**src/rtl/multicycle_control_unit.sv**
```systemverilog
// multicycle_control_unit
//
// This is the multi-cycle control FSM for a simple load/store core. It
// sequences instruction fetch, decode, execute, data memory access and
// register writeback. It also keeps a retired-instruction counter, a bounded
// wait on memory acknowledges, and sticky halt and bus-error status.
//
// Ports
//   clk, rst_n     clock (rising edge), asynchronous active-low reset
//   start          leave IDLE and begin fetching
//   opcode         IR[31:26] from the decoder; held stable from DECODE to WB
//   ins_zero       current IR is all zeros (NOP)
//   alu_zero       ALU zero flag, used by BEQ in EXEC
//   imem_ack       instruction memory data valid
//   dmem_ack       data memory access complete
//   imem_req       instruction fetch request (every FETCH cycle)
//   ir_load        load IR from imem (same cycle as imem_ack)
//   pc_inc         PC <= PC+4 (same cycle as imem_ack)
//   pc_branch      PC <= branch target (BEQ taken, EXEC)
//   alu_src_imm    ALU B operand is the sign-extended immediate
//   dmem_req       data memory request (every MEM cycle)
//   dmem_we        data memory write enable (stores)
//   reg_write      register file write enable (WB)
//   mem_to_reg     writeback data comes from memory (loads)
//   halted         sticky: HALT opcode executed
//   bus_error      sticky: a memory ack did not arrive within TIMEOUT cycles
//   retired        retired-instruction count, wraps modulo 2^CNT_W
//   state          current state encoding
module multicycle_control_unit #(
  parameter logic [5:0] OP_LW   = 6'b010011,
  parameter logic [5:0] OP_SW   = 6'b010100,
  parameter logic [5:0] OP_BEQ  = 6'b010101,
  parameter logic [5:0] OP_HALT = 6'b111111,
  parameter int         TIMEOUT = 16,
  parameter int         CNT_W   = 16
) (
  input  logic             clk,
  input  logic             rst_n,
  input  logic             start,
  input  logic [5:0]       opcode,
  input  logic             ins_zero,
  input  logic             alu_zero,
  input  logic             imem_ack,
  input  logic             dmem_ack,
  output logic             imem_req,
  output logic             ir_load,
  output logic             pc_inc,
  output logic             pc_branch,
  output logic             alu_src_imm,
  output logic             dmem_req,
  output logic             dmem_we,
  output logic             reg_write,
  output logic             mem_to_reg,
  output logic             halted,
  output logic             bus_error,
  output logic [CNT_W-1:0] retired,
  output logic [2:0]       state
);

  // The wait counter only has to hold 0..TIMEOUT-1.
  localparam int                WAIT_W    = (TIMEOUT > 2) ? $clog2(TIMEOUT) : 1;
  localparam logic [WAIT_W-1:0] WAIT_LAST = WAIT_W'(TIMEOUT - 1);

  typedef enum logic [2:0] {
    S_IDLE   = 3'd0,
    S_FETCH  = 3'd1,
    S_DECODE = 3'd2,
    S_EXEC   = 3'd3,
    S_MEM    = 3'd4,
    S_WB     = 3'd5,
    S_HALT   = 3'd6,
    S_ERROR  = 3'd7
  } state_e;

  state_e             state_q, state_d;
  logic [WAIT_W-1:0]  wait_q, wait_d;
  logic [CNT_W-1:0]   retired_q, retired_d;
  logic               retire;
  logic               wait_inc;

  logic is_lw, is_sw, is_beq;
  assign is_lw  = (opcode == OP_LW);
  assign is_sw  = (opcode == OP_SW);
  assign is_beq = (opcode == OP_BEQ);

  // Next-state, retire and wait-counter control.
  always_comb begin
    state_d  = state_q;
    retire   = 1'b0;
    wait_inc = 1'b0;
    case (state_q)
      S_IDLE: begin
        if (start) state_d = S_FETCH;
      end
      S_FETCH: begin
        // An ack in the final allowed cycle still wins over the timeout.
        if (imem_ack)                state_d  = S_DECODE;
        else if (wait_q == WAIT_LAST) state_d  = S_ERROR;
        else                          wait_inc = 1'b1;
      end
      S_DECODE: begin
        if (ins_zero) begin
          retire  = 1'b1;
          state_d = S_FETCH;
        end else if (opcode == OP_HALT) begin
          state_d = S_HALT;
        end else begin
          state_d = S_EXEC;
        end
      end
      S_EXEC: begin
        if (is_beq) begin
          retire  = 1'b1;
          state_d = S_FETCH;
        end else if (is_lw || is_sw) begin
          state_d = S_MEM;
        end else begin
          state_d = S_WB;
        end
      end
      S_MEM: begin
        if (dmem_ack) begin
          if (is_sw) begin
            retire  = 1'b1;
            state_d = S_FETCH;
          end else begin
            state_d = S_WB;
          end
        end else if (wait_q == WAIT_LAST) begin
          state_d = S_ERROR;
        end else begin
          wait_inc = 1'b1;
        end
      end
      S_WB: begin
        retire  = 1'b1;
        state_d = S_FETCH;
      end
      S_HALT:  state_d = S_HALT;
      S_ERROR: state_d = S_ERROR;
      default: state_d = S_IDLE;
    endcase

    // The counter only runs while waiting; any state change clears it,
    // which covers entry into FETCH and MEM.
    wait_d    = wait_inc ? (wait_q + WAIT_W'(1)) : '0;
    retired_d = retired_q + CNT_W'(retire);
  end

  always_ff @(posedge clk or negedge rst_n) begin
    if (!rst_n) begin
      state_q   <= S_IDLE;
      wait_q    <= '0;
      retired_q <= '0;
    end else begin
      state_q   <= state_d;
      wait_q    <= wait_d;
      retired_q <= retired_d;
    end
  end

  // Outputs decode from the state register. ir_load/pc_inc follow imem_ack
  // in the same cycle, so the outputs drop as soon as reset forces IDLE.
  always_comb begin
    imem_req    = 1'b0;
    ir_load     = 1'b0;
    pc_inc      = 1'b0;
    pc_branch   = 1'b0;
    alu_src_imm = 1'b0;
    dmem_req    = 1'b0;
    dmem_we     = 1'b0;
    reg_write   = 1'b0;
    mem_to_reg  = 1'b0;
    halted      = 1'b0;
    bus_error   = 1'b0;
    case (state_q)
      S_FETCH: begin
        imem_req = 1'b1;
        ir_load  = imem_ack;
        pc_inc   = imem_ack;
      end
      S_EXEC: begin
        alu_src_imm = opcode[4];
        pc_branch   = is_beq & alu_zero;
      end
      S_MEM: begin
        dmem_req    = 1'b1;
        alu_src_imm = 1'b1;
        dmem_we     = is_sw;
      end
      S_WB: begin
        reg_write  = 1'b1;
        mem_to_reg = is_lw;
      end
      S_HALT:  halted    = 1'b1;
      S_ERROR: bus_error = 1'b1;
      default: ;
    endcase
  end

  assign retired = retired_q;
  assign state   = state_q;

endmodule

```
**config.mk**
```make
export PLATFORM = sky130hd
export DESIGN_NAME = multicycle_control_unit
export DESIGN_NICKNAME = d
export VERILOG_FILES = /design/src/rtl/multicycle_control_unit.sv
export SDC_FILE = /design/constraint.sdc
export NUM_CORES = 1
export LEC_CHECK = 0
export CORE_AREA = 2 2 82 69
export DETAILED_ROUTE_END_ITERATION = 10
export DIE_AREA = 0 0 84 71
export GPL_ROUTABILITY_DRIVEN = 0
export SYNTH_ARGS = -nofsm -noshare
export SYNTH_HDL_FRONTEND = slang
export SYNTH_SLANG_ARGS = --single-unit
```
**constraint.sdc**
```tcl
create_clock -name clk -period 4.2 [get_ports clk]
set_input_delay 0.42 -clock clk [delete_from_list [all_inputs] [get_ports clk]]
set_output_delay 0.42 -clock clk [all_outputs]
set_load 0.05 [all_outputs]
```
==> flow_metrics.env <==
export IMPL_drc=0
export IMPL_fp_dieH_um=71
export IMPL_vias_per_cell=4.409
export IMPL_ys_flop_type="dfrtp_1"
export IMPL_dr_pass1_iters=4
export IMPL_cp_cell_sequence="clkdlybuf4s50_1 > and4bb_1 > nand3b_2 > nor3_1 > clkdlybuf4s50_1"
export IMPL_worst_pin_slew_ps=978.0
export IMPL_tritoncts="built"
export IMPL_crit_buf_inv=2
export IMPL_fmax_ghz=0.3601
export IMPL_drive_above_1_share_pct=5.455
export IMPL_final_common_cell="clkdlybuf4s50_1"
export IMPL_crit_path_max_incr_delay_ps=830
export IMPL_grt_start_max_net_pins=24
export IMPL_path_clk_slew_ps=80
export IMPL_netlist_instances=123
export IMPL_wirelength_um=2883
export IMPL_dieArea_um2=5964
export IMPL_ys_types=36
export IMPL_antenna_cells=0
export IMPL_io_buffers=42
export IMPL_grt_pass1_vias=959
export IMPL_setup_tns_final_ps=0
export IMPL_ant_nets=0
export IMPL_cts_resized_gates=0
export IMPL_pin_count=43
export IMPL_grt_pass1_wl_um=4830
export IMPL_power_leakage_uw=0.0007188
export IMPL_whs_path_depth=1
export IMPL_final_util_pct=34.13
export IMPL_grt_usage_pct=9.936
export IMPL_clock_root_buffer="clkbuf_8"
export IMPL_ir_drop_uv=355.3
export IMPL_cp_top_family="buffers and inverters"
export IMPL_crit_top_cell="clkdlybuf4s50_1"
export IMPL_cp_data_arrival_time_ps=2360
export IMPL_final_net_count=183
export IMPL_clk_latency_ps=260
export IMPL_synth_edf_count=0
export IMPL_cts_buffers=3
export IMPL_core_area_um2=5195
export IMPL_crit_start="opcode[5]"
export IMPL_wl_per_cell_um=12.53
export IMPL_h_tree_depth=1
export IMPL_power_density_nw_per_um2=582.1
export IMPL_synthArstFlopShare_pct=100.0
export IMPL_cts_buffer_depth=2
export IMPL_cp_num_cells=5
export IMPL_cap_viol_max_count=0
export IMPL_initial_core_util_pct=23.99
export IMPL_fin_skew_ps=4.043
export IMPL_grt_antenna_before_repair=0
export IMPL_area_growth_pct=42.27
export IMPL_cp_slowest_cell="clkdlybuf4s50_1"
export IMPL_netlist_area_um2=1246
export IMPL_finalSetupViolCount=0
export IMPL_first_iter_violations=75
export IMPL_via_count=1014
export IMPL_hpwl_um=2202
export IMPL_cts_sinks=23
export IMPL_cts_setup_buffers=0
export IMPL_maxSlewViolCount=0
export IMPL_hp_class="flip-flop to flip-flop"
export IMPL_cp_max_fo=3
export IMPL_ctsHoldBuffers=0
export IMPL_worstSetupStartpointType="input pin"
export IMPL_status="completed"
export IMPL_crit_required_ps=3780
export IMPL_avgSynthCellArea_um2=10.13
export IMPL_rr_startpoint="state[0]"
export IMPL_slew_headroom_pct=34.60
export IMPL_synthesis_nets=140
export IMPL_hold_violations=0
export IMPL_synth_seq_cells=23
export IMPL_rsz0062_at_grt="no"
export IMPL_min_from="wait_q[0]"
export IMPL_ff2ff_path_depth=9
export IMPL_ys_seq_area_share_pct=46.18
export IMPL_final_cell_mix="clkdlybuf4s50_1, dfrtp_1, nor2_1, xnor2_1, nand3_1"
export IMPL_crit_type="input pin to output port"
export IMPL_core_rowCount=24
export IMPL_ys_warn_count=0
export IMPL_finalCritPeriodShare_pct=66.12
export IMPL_gr_total_overflow=0
export IMPL_dieWidth_um=84
export IMPL_min_period_ps=2777
export IMPL_endpoint_kind="output port"
==> cell usage after synthesis, drive strengths merged, types with 2 or more instances <==
cell / n / area share [%]
nand2b: 2 / 1.0
xor2: 4 / 2.8
nor3: 3 / 1.2
nor2: 12 / 3.6
nand4b: 2 / 1.4
and2: 3 / 1.5
and4: 3 / 2.1
nand4: 6 / 3.0
o21ai: 6 / 2.4
inv: 3 / 0.90
ha: 4 / 4.0
nor3b: 4 / 3.2
dfrtp: 23 / 46
nand3: 9 / 3.6
and3: 3 / 1.5
nand3b: 3 / 2.1
buf: 3 / 1.4
nand2: 6 / 1.8
xnor2: 12 / 8.4
==> cell type report <==
class / count / area (um2)
clock inverters: 1 / 5.005
fillers: 528 / 3422
repair buffers: 42 / 420.4
inverters: 3 / 11.26
well taps: 65 / 81.33
flip-flops and latches: 23 / 575.6
multi-input cells: 93 / 638.1
clock buffers: 3 / 41.29
==> worst reg2reg max path, delay by kind of cell (launching register included) <==
family | cells | cell delay, ps
AOI/OAI and AO/OA | 2 | 440
xor gates and xnor gates | 1 | 150
adders and majority gates | 2 | 430
DFF | 1 | 680
and+or+nand+nor | 4 | 720
==> report_power, final <==
part / total (uW) / internal [uW] / leakage, uW / switching, uW
logic: 544 / 201 / 0.000387 / 344
registers: 357 / 266 / 0.000306 / 91.0
clock network: 130 / 66.0 / 0.0000255 / 64.5
total: 1030 / 533 / 0.000719 / 499
==> registers in the layout (all words and copies together), names as in the netlist <==
name     flops
state        3
retired     16
wait_q       4
==> worst paths after layout <==
kind                                to  slack, ps
max reg2reg                retired[12]       1700
min reg2reg                  wait_q[0]        470
min in group asynchronous   retired[2]        700
max in group asynchronous   retired[1]       2910
min                          wait_q[0]        470
max                          pc_branch       1420
==> metal layers <==
metal | GRT usage (%) | up-vias | wire length (um)
li1 | - | 525 | -
met1 | 14.44 | 474 | 1499
met2 | 14.31 | 13 | 1289
met3 | 3.034 | 2 | 77
met4 | 2.688 | 0 | 17
met5 | 0 | - | 0
==> per-stage QoR <==
step,hold slack [ps],power [uW],worst slack (ps),instances,area (um2)
final,471.2,1032,1423,230,1773
after global routing,500.1,1097,1257,230,1773
after CTS,478.0,1045,1395,230,1773
after detailed placement,467.0,908.1,1195,226,1727
after global placement,460.5,907.3,1279,226,1727
after floorplan,124.4,723.7,1395,123,1246
==> kinds of logic (layout without fill, tap and decap cells) <==
family	after synthesis	count (layout)	synth area share [%]
adder cells (fa/ha/maj)	4	4	4.016
AO/OA/AOI/OAI	13	13	7.028
buffers and inverters	7	49	2.610
AND/OR/NAND/NOR	59	59	28.11
flip-flops	23	23	46.18
multiplexers	1	1	0.8032
XOR/XNOR	16	16	11.24
Power figures use the tool's default switching activity.
